### config.mk
export PLATFORM = sky130hd
export DESIGN_NAME = warp_writeback_flat
export DESIGN_NICKNAME = d
export VERILOG_FILES = /design/src/rtl/warp_writeback_pkg.sv /design/src/rtl/warp_writeback_if.sv /design/src/rtl/warp_wb_select.sv /design/src/rtl/warp_writeback.sv /design/src/flat_wrapper.sv
export SDC_FILE = /design/constraint.sdc
export NUM_CORES = 1
export LEC_CHECK = 0
export BUFFER_PORTS_ARGS = -buffer_cell sky130_fd_sc_hd__buf_2
export CAP_MARGIN = 15
export CORE_ASPECT_RATIO = 0.75
export CORE_MARGIN = 2
export CORE_UTILIZATION = 35
export DETAILED_ROUTE_END_ITERATION = 16
export PLACE_DENSITY = 0.59
export SETUP_SLACK_MARGIN = 0.5
export SLEW_MARGIN = 30
export SYNTH_ARGS = -nofsm -noshare
export SYNTH_HDL_FRONTEND = slang
export SYNTH_SLANG_ARGS = --single-unit
### constraint.sdc
create_clock -name i_clk -period 6.75 [get_ports i_clk]
set_input_delay 0.675 -clock i_clk [delete_from_list [all_inputs] [get_ports i_clk]]
set_output_delay 0.675 -clock i_clk [all_outputs]
set_load 0.01 [all_outputs]
### src/rtl/warp_writeback_pkg.sv
`default_nettype none
// +----------------------------------------------------------------------------+
// | Module      : warp_writeback_pkg                                           |
// | Description : Shared constants and types for the write-back arbiter.       |
// |               XLEN default, register address width and register count      |
// |               are the values the hart and the xrf also use.                |
// | Revision    : 1.0                                                          |
// +----------------------------------------------------------------------------+
package warp_writeback_pkg;

  localparam int unsigned XLEN_DEFAULT = 64;
  localparam int unsigned REG_ADDR_W   = 5;
  localparam int unsigned REG_COUNT    = 32;

  typedef logic [REG_ADDR_W-1:0] reg_addr_t;
  typedef logic [REG_COUNT-1:0]  reg_mask_t;

  // One bit per architectural register, set at the given address.
  function automatic reg_mask_t reg_onehot(input reg_addr_t addr);
    reg_onehot = reg_mask_t'(1) << addr;
  endfunction

endpackage
`default_nettype wire

### src/rtl/warp_writeback_if.sv
`default_nettype none
// +----------------------------------------------------------------------------+
// | Module      : warp_writeback_if                                            |
// | Description : Bundle between the execution units / register file and the   |
// |               write-back arbiter.                                          |
// |   i_unit_valid  [NUM_UNITS]        result valid per unit                   |
// |   o_unit_ready  [NUM_UNITS]        per-unit buffer can accept              |
// |   i_unit_rd     [NUM_UNITS*5]      destination, unit i at [5i+:5]          |
// |   i_unit_result [NUM_UNITS*XLEN]   data, unit i at [XLEN*i+:XLEN]          |
// |   o_rd_wen      [NUM_PORTS]        write enable per port                   |
// |   o_rd_addr     [NUM_PORTS*5]      write address per port                  |
// |   o_rd_wdata    [NUM_PORTS*XLEN]   write data per port                     |
// |   o_retire      [32]               destinations written this cycle         |
// | slave  modport : arbiter view.  master modport : unit/xrf side view.       |
// | Revision    : 1.0                                                          |
// +----------------------------------------------------------------------------+
interface warp_writeback_if
  import warp_writeback_pkg::*;
#(
  parameter int NUM_UNITS = 4,
  parameter int NUM_PORTS = 2,
  parameter int XLEN      = XLEN_DEFAULT
);
  logic [NUM_UNITS-1:0]            i_unit_valid;
  logic [NUM_UNITS-1:0]            o_unit_ready;
  logic [NUM_UNITS*REG_ADDR_W-1:0] i_unit_rd;
  logic [NUM_UNITS*XLEN-1:0]       i_unit_result;
  logic [NUM_PORTS-1:0]            o_rd_wen;
  logic [NUM_PORTS*REG_ADDR_W-1:0] o_rd_addr;
  logic [NUM_PORTS*XLEN-1:0]       o_rd_wdata;
  logic [REG_COUNT-1:0]            o_retire;

  modport master (
    output i_unit_valid, i_unit_rd, i_unit_result,
    input  o_unit_ready, o_rd_wen, o_rd_addr, o_rd_wdata, o_retire
  );

  modport slave (
    input  i_unit_valid, i_unit_rd, i_unit_result,
    output o_unit_ready, o_rd_wen, o_rd_addr, o_rd_wdata, o_retire
  );
endinterface
`default_nettype wire

### src/rtl/warp_wb_select.sv
`default_nettype none
// +----------------------------------------------------------------------------+
// | Module      : warp_wb_select                                               |
// | Description : Find-first-set over i_req starting at i_start and wrapping   |
// |               modulo N. Exclusions are applied by the caller in i_req.     |
// |   i_req   [N]      candidate mask                                          |
// |   i_start [IW]     first index to examine                                  |
// |   o_valid          a candidate was found                                   |
// |   o_idx   [IW]     index of the first candidate in scan order              |
// | Revision    : 1.0                                                          |
// +----------------------------------------------------------------------------+
module warp_wb_select #(
  parameter int N = 4
) (
  input  logic [N-1:0]         i_req,
  input  logic [$clog2(N)-1:0] i_start,
  output logic                 o_valid,
  output logic [$clog2(N)-1:0] o_idx
);
  localparam int IW = $clog2(N);

  always_comb begin
    int j;
    o_valid = 1'b0;
    o_idx   = '0;
    j       = 0;
    for (int k = 0; k < N; k++) begin
      j = int'(i_start) + k;
      if (j >= N) j = j - N;
      if (!o_valid && i_req[j]) begin
        o_valid = 1'b1;
        o_idx   = IW'(j);
      end
    end
  end
endmodule
`default_nettype wire

### src/rtl/warp_writeback.sv
`default_nettype none
// +----------------------------------------------------------------------------+
// | Module      : warp_writeback                                               |
// | Description : Write-back arbiter. One holding buffer per execution unit;   |
// |               up to NUM_PORTS buffers granted per cycle onto registered    |
// |               register-file write ports, never two with the same rd.       |
// |   i_clk, i_rst_n (async, active-low)                                       |
// |   bus : warp_writeback_if.slave (unit handshake + write ports + retire)    |
// | Build option : WARP_WB_RR_EN selects round-robin priority; when undefined  |
// |               the scan always starts at unit 0 (fixed priority).           |
// | Revision    : 1.0                                                          |
// +----------------------------------------------------------------------------+
module warp_writeback
  import warp_writeback_pkg::*;
#(
  parameter int NUM_UNITS = 4,
  parameter int NUM_PORTS = 2,
  parameter int XLEN      = XLEN_DEFAULT
) (
  input  logic              i_clk,
  input  logic              i_rst_n,
  warp_writeback_if.slave   bus
);
  localparam int IW = $clog2(NUM_UNITS);

  logic [NUM_UNITS-1:0] full_q, full_d;
  reg_addr_t            rd_q   [NUM_UNITS];
  reg_addr_t            rd_d   [NUM_UNITS];
  logic [XLEN-1:0]      data_q [NUM_UNITS];
  logic [XLEN-1:0]      data_d [NUM_UNITS];

  logic [NUM_PORTS-1:0] wen_q, wen_d;
  reg_addr_t            addr_q  [NUM_PORTS];
  reg_addr_t            addr_d  [NUM_PORTS];
  logic [XLEN-1:0]      wdata_q [NUM_PORTS];
  logic [XLEN-1:0]      wdata_d [NUM_PORTS];

  logic [IW-1:0]        scan_start;
  logic [NUM_PORTS-1:0] sel_valid;
  logic [IW-1:0]        sel_idx [NUM_PORTS];
  logic [NUM_UNITS-1:0] grant;
  logic [NUM_UNITS-1:0] ready;

`ifdef WARP_WB_RR_EN
  logic [IW-1:0] ptr_q, ptr_d;
  assign scan_start = ptr_q;
`else
  assign scan_start = '0;
`endif

  // Selection chain. Each stage removes the previous winner and every buffer
  // sharing its rd, so the ports never carry the same destination together.
  // Because later stages see a subset of the earlier candidates, stage p
  // finds the (p+1)-th eligible buffer in scan order.
  for (genvar p = 0; p < NUM_PORTS; p++) begin : g_stage
    logic [NUM_UNITS-1:0] excl_cur;
    logic [NUM_UNITS-1:0] excl_next;
    logic                 stage_valid;
    logic [IW-1:0]        stage_idx;

    if (p == 0) begin : g_head
      assign excl_cur = '0;
    end else begin : g_link
      assign excl_cur = g_stage[p-1].excl_next;
    end

    warp_wb_select #(.N(NUM_UNITS)) u_select (
      .i_req   (full_q & ~excl_cur),
      .i_start (scan_start),
      .o_valid (stage_valid),
      .o_idx   (stage_idx)
    );

    always_comb begin
      excl_next = excl_cur;
      if (stage_valid) begin
        for (int i = 0; i < NUM_UNITS; i++) begin
          if (rd_q[i] == rd_q[stage_idx]) excl_next[i] = 1'b1;
        end
      end
    end

    assign sel_valid[p] = stage_valid;
    assign sel_idx[p]   = stage_idx;
  end

  always_comb begin
    grant = '0;
    for (int p = 0; p < NUM_PORTS; p++) begin
      if (sel_valid[p]) grant[sel_idx[p]] = 1'b1;
    end
  end

  // A granted buffer frees at this edge, so it can take a new result now.
  assign ready            = ~full_q | grant;
  assign bus.o_unit_ready = ready;

  // Buffers: rd 0 results are accepted but never stored.
  always_comb begin
    full_d = full_q;
    rd_d   = rd_q;
    data_d = data_q;
    for (int i = 0; i < NUM_UNITS; i++) begin
      if (bus.i_unit_valid[i] && ready[i] &&
          bus.i_unit_rd[REG_ADDR_W*i +: REG_ADDR_W] != '0) begin
        full_d[i] = 1'b1;
        rd_d[i]   = bus.i_unit_rd[REG_ADDR_W*i +: REG_ADDR_W];
        data_d[i] = bus.i_unit_result[XLEN*i +: XLEN];
      end else if (grant[i]) begin
        full_d[i] = 1'b0;
      end
    end
  end

  // Write ports: idle ports drop wen but keep their last addr/data.
  always_comb begin
    wen_d   = sel_valid;
    addr_d  = addr_q;
    wdata_d = wdata_q;
    for (int p = 0; p < NUM_PORTS; p++) begin
      if (sel_valid[p]) begin
        addr_d[p]  = rd_q[sel_idx[p]];
        wdata_d[p] = data_q[sel_idx[p]];
      end
    end
  end

`ifdef WARP_WB_RR_EN
  // The highest-numbered valid stage holds the last grant of the scan.
  always_comb begin
    ptr_d = ptr_q;
    for (int p = 0; p < NUM_PORTS; p++) begin
      if (sel_valid[p]) begin
        ptr_d = (sel_idx[p] == IW'(NUM_UNITS - 1)) ? '0 : sel_idx[p] + 1'b1;
      end
    end
  end
`endif

  always_ff @(posedge i_clk or negedge i_rst_n) begin
    if (!i_rst_n) begin
      full_q <= '0;
      wen_q  <= '0;
      for (int i = 0; i < NUM_UNITS; i++) begin
        rd_q[i]   <= '0;
        data_q[i] <= '0;
      end
      for (int p = 0; p < NUM_PORTS; p++) begin
        addr_q[p]  <= '0;
        wdata_q[p] <= '0;
      end
`ifdef WARP_WB_RR_EN
      ptr_q <= '0;
`endif
    end else begin
      full_q  <= full_d;
      rd_q    <= rd_d;
      data_q  <= data_d;
      wen_q   <= wen_d;
      addr_q  <= addr_d;
      wdata_q <= wdata_d;
`ifdef WARP_WB_RR_EN
      ptr_q <= ptr_d;
`endif
    end
  end

  logic [NUM_PORTS*REG_ADDR_W-1:0] addr_flat;
  logic [NUM_PORTS*XLEN-1:0]       wdata_flat;
  reg_mask_t                       retire;

  always_comb begin
    addr_flat  = '0;
    wdata_flat = '0;
    retire     = '0;
    for (int p = 0; p < NUM_PORTS; p++) begin
      addr_flat[REG_ADDR_W*p +: REG_ADDR_W] = addr_q[p];
      wdata_flat[XLEN*p +: XLEN]            = wdata_q[p];
      if (wen_q[p]) retire = retire | reg_onehot(addr_q[p]);
    end
  end

  assign bus.o_rd_wen   = wen_q;
  assign bus.o_rd_addr  = addr_flat;
  assign bus.o_rd_wdata = wdata_flat;
  assign bus.o_retire   = retire;

endmodule
`default_nettype wire

### src/flat_wrapper.sv
// flat-port wrapper written by rule: the top's interface ports become plain ports
module warp_writeback_flat import warp_writeback_pkg::*;
#(
  parameter int NUM_UNITS = 4,
  parameter int NUM_PORTS = 2,
  parameter int XLEN      = XLEN_DEFAULT
)
  (i_clk, i_rst_n, bus_i_unit_valid, bus_i_unit_rd, bus_i_unit_result, bus_o_unit_ready, bus_o_rd_wen, bus_o_rd_addr, bus_o_rd_wdata, bus_o_retire);
  warp_writeback_if #(.NUM_UNITS(NUM_UNITS), .NUM_PORTS(NUM_PORTS), .XLEN(XLEN)) bus_i ();
  input  logic i_clk;
  input  logic i_rst_n;
  input wire logic [$bits(bus_i.i_unit_valid)-1:0] bus_i_unit_valid;
  input wire logic [$bits(bus_i.i_unit_rd)-1:0] bus_i_unit_rd;
  input wire logic [$bits(bus_i.i_unit_result)-1:0] bus_i_unit_result;
  output wire logic [$bits(bus_i.o_unit_ready)-1:0] bus_o_unit_ready;
  output wire logic [$bits(bus_i.o_rd_wen)-1:0] bus_o_rd_wen;
  output wire logic [$bits(bus_i.o_rd_addr)-1:0] bus_o_rd_addr;
  output wire logic [$bits(bus_i.o_rd_wdata)-1:0] bus_o_rd_wdata;
  output wire logic [$bits(bus_i.o_retire)-1:0] bus_o_retire;
  assign bus_i.i_unit_valid = bus_i_unit_valid;
  assign bus_i.i_unit_rd = bus_i_unit_rd;
  assign bus_i.i_unit_result = bus_i_unit_result;
  assign bus_o_unit_ready = bus_i.o_unit_ready;
  assign bus_o_rd_wen = bus_i.o_rd_wen;
  assign bus_o_rd_addr = bus_i.o_rd_addr;
  assign bus_o_rd_wdata = bus_i.o_rd_wdata;
  assign bus_o_retire = bus_i.o_retire;
  warp_writeback #(.NUM_UNITS(NUM_UNITS), .NUM_PORTS(NUM_PORTS), .XLEN(XLEN)) u_core (.i_clk(i_clk), .i_rst_n(i_rst_n), .bus(bus_i));
endmodule
Word-level counts from Yosys, hierarchy flattened

Cells that the tools add are included.

Register bits: 420
Input bits: 282
Output and inout port bits: 176
Logic and storage cells: 114

Magnitude comparators: 6
Equality and inequality tests: 4
Shift operators: 2
Muxes and demuxes: 47
Bitwise operators: 8
Reductions and logical operators: 30

Operators with widths:

| operator                                                    | count |
|---|---|
| binary-select mux 64 bit (select 2 bit)                     | 2 |
| two-way mux 64 bit                                          | 4 |
| two-way mux 32 bit                                          | 2 |
| << shifter 1 x 5 -> 32 bit (first input constant)           | 2 |
| bitwise OR 32 bit                                           | 1 |
| two-way mux 1 bit                                           | 24 |
| binary-select mux 5 bit (select 2 bit)                      | 2 |
| == test 5 bit                                               | 4 |
| two-way mux 5 bit                                           | 4 |
| nonzero test 5 bit                                          | 4 |
| logical AND 1 bit                                           | 16 |
| two-way mux 4 bit                                           | 3 |
| two-way mux 2 bit                                           | 4 |
| inverter 4 bit                                              | 2 |
| bitwise OR 4 bit                                            | 2 |
| nonzero test 2 bit                                          | 4 |
| >= comparator 3 bit (second input constant)                 | 2 |
| logical NOT 1 bit                                           | 6 |
| less-than comparator 2 x 3 -> 1 bit (second input constant) | 2 |
| inverter 2 -> 3 bit                                         | 2 |
| bitwise AND 4 bit                                           | 1 |
| demux 1 bit (select 2 bit)                                  | 2 |
| >= comparator 2 x 1 -> 1 bit (second input constant)        | 2 |

Logic depth before layout (Yosys ltp)

Word-level depth: 39
Depth in mapped cells: 13
Gate-level depth less buffers: 9

By module

Synthesis repeated with hierarchy kept, for this count alone.

Cells, all modules: 1582
Area, all modules: 20687.3 um^2

By module, submodules not included:

| module         | instances | cells each | area an instance (um^2) | seq. area each (um^2) |
|---|---|---|---|---|
| warp_writeback | 1         | 1552       | 20532.2                 | 10510.1 |
| warp_wb_select | 2         | 15         | 77.6                    | 0.0 |

Worst setup path after synthesis

OpenSTA, ideal clock, no wires.

Path type: register to output
From: reg u_core.full_q[1]
To: out bus_o_unit_ready[3]
Data arrival time: 2404 ps
Required time: 6075 ps
Setup slack: 3671 ps
Stages on the path, launching flop included: 11
Buffers on the path: 2
Cells stage by stage: dfrtp_1 > buf_2 > nor2b_1 > o2bb2ai_1 > a2111o_1 > nor4_1 > nand4_1 > a31oi_2 > and3_1 > clkbuf_1 > inv_1

Longest elaborated chain between the ends: 34
Elaborated cells on any way between the ends: 53
Classes of those cells: 4 x order compare; 4 x eq/ne; 27 x mux; 5 x bitwise; 13 x reduce/logical

Ends and longest elaborated chain:

| what                                                                                                      | line                  | text |
|---|---|---|
| start, declared                                                                                           | warp_writeback.sv:26  | `logic [NUM_UNITS-1:0] full_q, full_d;` |
| start signal, assigned                                                                                    | warp_writeback.sv:156 | `full_q <= full_d;` |
| logical AND 1 bit                                                                                         | warp_wb_select.sv:30  | `if (!o_valid && i_req[j]) begin` |
| two-way mux 1 bit                                                                                         | warp_wb_select.sv:30  |  |
| logical NOT 1 bit                                                                                         | warp_wb_select.sv:30  |  |
| logical AND 1 bit                                                                                         | warp_wb_select.sv:30  |  |
| two-way mux 1 bit                                                                                         | warp_wb_select.sv:30  |  |
| logical NOT 1 bit                                                                                         | warp_wb_select.sv:30  |  |
| logical AND 1 bit                                                                                         | warp_wb_select.sv:30  |  |
| two-way mux 2 bit                                                                                         | warp_wb_select.sv:30  |  |
| (+18 left out)                                                                                            | n/a                   |  |
| two-way mux 2 bit                                                                                         | warp_wb_select.sv:30  |  |
| less-than comparator 2 x 3 -> 1 bit (implied by the code) or >= comparator 2 x 1 -> 1 bit (tied branches) | warp_writeback.sv:90  | `if (sel_valid[p]) grant[sel_idx[p]] = 1'b1;` |
| logical AND 1 bit (implied by the code)                                                                   | warp_writeback.sv:90  |  |
| two-way mux 1 bit (implied by the code)                                                                   | warp_writeback.sv:90  |  |
| demux 1 bit (select 2 bit)                                                                                | n/a                   |  |
| bitwise OR 4 bit (no line)                                                                                | n/a                   |  |
| two-way mux 4 bit *                                                                                       | warp_writeback.sv:90  |  |
| bitwise OR 4 bit *                                                                                        | warp_writeback.sv:95  | `assign ready = ~full_q \| grant;` |
| end, declared                                                                                             | flat_wrapper.sv:15    | `output wire logic [$bits(bus_i.o_unit_ready)-1:0] bus_o_unit_ready;` |

Mark *: on every way between the ends. The rest lies on a longest branch, timed or not. The select of a mux whose other input is x is not followed.

Worst setup path after layout

From: reg u_core.full_q[0]
To: out bus_o_unit_ready[3]

Longest elaborated chain between the ends: 36
Elaborated cells on any way between the ends: 55
Classes of those cells: 4 x order compare; 4 x eq/ne; 28 x mux; 5 x bitwise; 14 x reduce/logical

Ends and longest elaborated chain:

| what                                                                                                      | line |
|---|---|
| two-way mux 1 bit                                                                                         | warp_wb_select.sv:30 |
| logical NOT 1 bit                                                                                         | warp_wb_select.sv:30 |
| logical AND 1 bit                                                                                         | warp_wb_select.sv:30 |
| two-way mux 1 bit                                                                                         | warp_wb_select.sv:30 |
| logical NOT 1 bit                                                                                         | warp_wb_select.sv:30 |
| logical AND 1 bit                                                                                         | warp_wb_select.sv:30 |
| two-way mux 1 bit                                                                                         | warp_wb_select.sv:30 |
| logical NOT 1 bit                                                                                         | warp_wb_select.sv:30 |
| (+20 left out)                                                                                            | n/a |
| two-way mux 2 bit                                                                                         | warp_wb_select.sv:30 |
| less-than comparator 2 x 3 -> 1 bit (implied by the code) or >= comparator 2 x 1 -> 1 bit (tied branches) | warp_writeback.sv:90 |
| logical AND 1 bit (implied by the code)                                                                   | warp_writeback.sv:90 |
| two-way mux 1 bit (implied by the code)                                                                   | warp_writeback.sv:90 |
| demux 1 bit (select 2 bit)                                                                                | n/a |
| bitwise OR 4 bit (no line)                                                                                | n/a |
| two-way mux 4 bit *                                                                                       | warp_writeback.sv:90 |
| bitwise OR 4 bit *                                                                                        | warp_writeback.sv:95 |

Marked as above.

==> impl_metrics.toml <==
[outcome]
outcome = "finished, final reports clean"

[timing]
relSlewSlack = 0.333
finalSetupTns_ns = 0
hold_viol_final = 0
final_max_slew_viol_count = 0
skew_ns = 0.0180
period_share = 0.733
tightest_slew_ns = 1.00
fmax_ghz = 0.202
setup_viol = 0
fin_crit_ns = 4.95
rsz0062_at_grt = "no"
timing.hold.ws_ns = 0.285

[clocking]
cts_resized = 0
tritoncts = "yes"
numCtsBuffers = 46
htreeDepth = 2
clockBufferDepth = 3
cts-root-buf = "clkbuf_16"
path_clk_slew_ns = 0.06
cts.sinks = 420
worstSkewPairLatency_ns = 0.58

[power]
leakagePower_nw = 11.3
power_density_nw_per_um2 = 353
vdd_drop_max_uv = 212

[floorplan]
io_pins = 458
die_y_um = 210
coreArea_um2 = 55800
start_util = 0.354
std_cell_rows = 75
die_w_um = 278
die_area_um2 = 58400

[yosys]
syn_area_um2 = 19800
ys_seq_area_frac = 0.532
synthTopCellsByArea = "dfrtp_1 53%, mux2_2 18%, nand2_1 5.7%, mux2i_1 3.6%, a222oi_1 3.3%"
synthFlopType = "dfrtp_1"
yosysTopAreaCell = "dfrtp_1"
synth_cell_types = 75
syn_inst = 1736
postSynth.asyncResetShare = 1.00
synth_nets = 2018
ys_ff_latch = 420
synth_edf_count = 0
synth_top_cell_area_share = 0.532
syn-mean-instance-area_um2 = 11.4
yosysWarnings = 0

[route]
drtPass1Iterations = 9
post_drt_wl_per_cell_um = 23.2
vias_per_cell = 5.49
ant_nets = 0
vias = 16000
wirelength_um = 67600
wl_met1_um = 29800
top_layer = "met5"
route.met3.wl_um = 5470
drt_iter0_drc = 1578
wl_met2_um = 31000
route.detailed.drc = 0

[worst_setup_path]
cp.arrival_ns = 4.27
path_cells = "or2_1 > o2bb2ai_1 > a2111o_1 > nor4_1 > nand4_1 > a31oi_2 > and3_1 > inv_1 > buf_2"
cp-start-kind = "register"
max_stage_delay_ns = 0.74
end_kind = "output port"
rrSetupSlack_ns = 2.34
path_max_fanout = 18
worst_ep_required_time_ns = 6.07
worst-setup-path-type = "reg2out"
crit_path_top_delay_cell = "dfrtp_1"

[global_route]
grt_pass1_vias = 16200
grt-ovfl-total = 0
grtUsageTotal = 0.226
grt_max_degree = 163
antenna_found_initial = 13
grt_pass1_wl_um = 101000

[placed_design]
port_buffers = 456
dp.cells = 2817
dp_hpwl_um = 44500
place.gp.congestion = 0.891

[cells_and_area]
final_common_cell = "buf_2"
nets = 2421
drive_gt1_frac = 0.418
syn2layout_area_growth_pct = 22.9
final_util = 0.435
layout_common_cells = "455 x buf_2, 420 x dfrtp_1, 311 x mux2_2"
instances_no_fill = 2907

[run]
drv_cap = 0

[hold_path]
hold_class = "in2reg"
[cell usage after synthesis, types with 3 or more instances]
master     count
a211oi_1       5
a21oi_1       73
a222oi_1      65
and3_1         3
buf_1          6
buf_2         23
buf_4         13
buf_6          6
clkbuf_1      75
dfrtp_1      420
inv_1         20
mux2_1         7
mux2_2       311
mux2_4        12
mux2i_1       71
nand2_1      301
nand2b_1      12
nand3_1        9
nand4_1        6
nor2_1        78
nor2b_1       10
nor3_1         5
nor3b_1        4
nor4_1         4
o21ai_0       84
o22ai_1       36
o2bb2ai_1      6
o32ai_1        6
or2_2          3
or3b_1         3
or4_1          4
[worst max-delay path: cells and delay by family, from the launching register on]
family | cells | cell delay [ns]
and+or+nand+nor | 4 | 1.64
AOI/OAI and AO/OA | 3 | 1.05
DFF | 1 | 0.74
buffers and inverters | 2 | 0.25
[power by group]
part	internal (W)	leakage, nW	switching, W
Combinational	0.00118	5.59	0.00123
Clock	0.00146	0.738	0.00109
Sequential	0.00309	5.00	0.000512
Total	0.00573	11.3	0.00283
[cell families after synthesis]
group,after synthesis,share of synthesized area
xor gates and xnor gates,2,0.00127
other,1,0.000190
DFF,420,0.532
and+or+nand+nor,460,0.100
buffers and inverters,148,0.0350
AOI/OAI and AO/OA,304,0.105
muxes,401,0.226
[registers in the layout, summed over array words and instances (netlist names)]
signal                 cells
u_core.bus.o_rd_wen        2
u_core.bus.o_rd_wdata    128
u_core.rd_q               20
u_core.full_q              4
u_core.data_q            256
u_core.bus.o_rd_addr      10
[timing repair]
item	CTS	global route
setup endpoints to repair	0	0
buffers inserted	0	0
hold buffers	0	1
hold endpoints to repair	0	29
[layout make-up]
class                      instances  area, um^2
sequential                       420       10500
clock inverter                    20         206
inverter                          23        90.1
multi-input combinational       1168        8670
tap                              731         915
antenna                            6        15.0
fill                            5341       31600
clock buffer                      59        1280
timing repair buffer             480        2590
[per-stage QoR]
stage	setup WS (ns)	total power, W	instance area (um^2)
2_1_floorplan	3.67	0.00506	19800
3_3_place_gp	2.06	0.00597	22600
3_5_place_dp	2.14	0.00604	22700
4_1_cts	1.72	0.00862	24100
5_1_grt	1.56	0.00899	24300
6_report	1.80	0.00856	24300
[layer usage]
| layer | track usage | vias to the layer above |
|---|---|---|
| li1 | - | 7072 |
| met1 | 0.312 | 8081 |
| met2 | 0.357 | 658 |
| met3 | 0.0558 | 133 |
| met4 | 0.0535 | 16 |
| met5 | 0 | - |
[path summary, 6_finish.rpt]
check | from | end | depth (start not counted)
hold reg to reg | u_core.data_q[221]$_DFFE_PN0P_ | u_core.data_q[221]$_DFFE_PN0P_ | 2
hold / removal | bus_i_unit_result[18] | u_core.data_q[210]$_DFFE_PN0P_ | 3
max in group asynchronous | i_rst_n | u_core.data_q[99]$_DFFE_PN0P_ | 5
setup reg to reg | u_core.full_q[0]$_DFFE_PN0P_ | u_core.bus.o_rd_wdata[93]$_DFFE_PN0N_ | 9
setup / recovery | u_core.full_q[0]$_DFFE_PN0P_ | bus_o_unit_ready[3] | 9
min in group asynchronous | i_rst_n | u_core.data_q[65]$_DFFE_PN0P_ | 2
No activity file was read; power rests on OpenSTA's default activity.
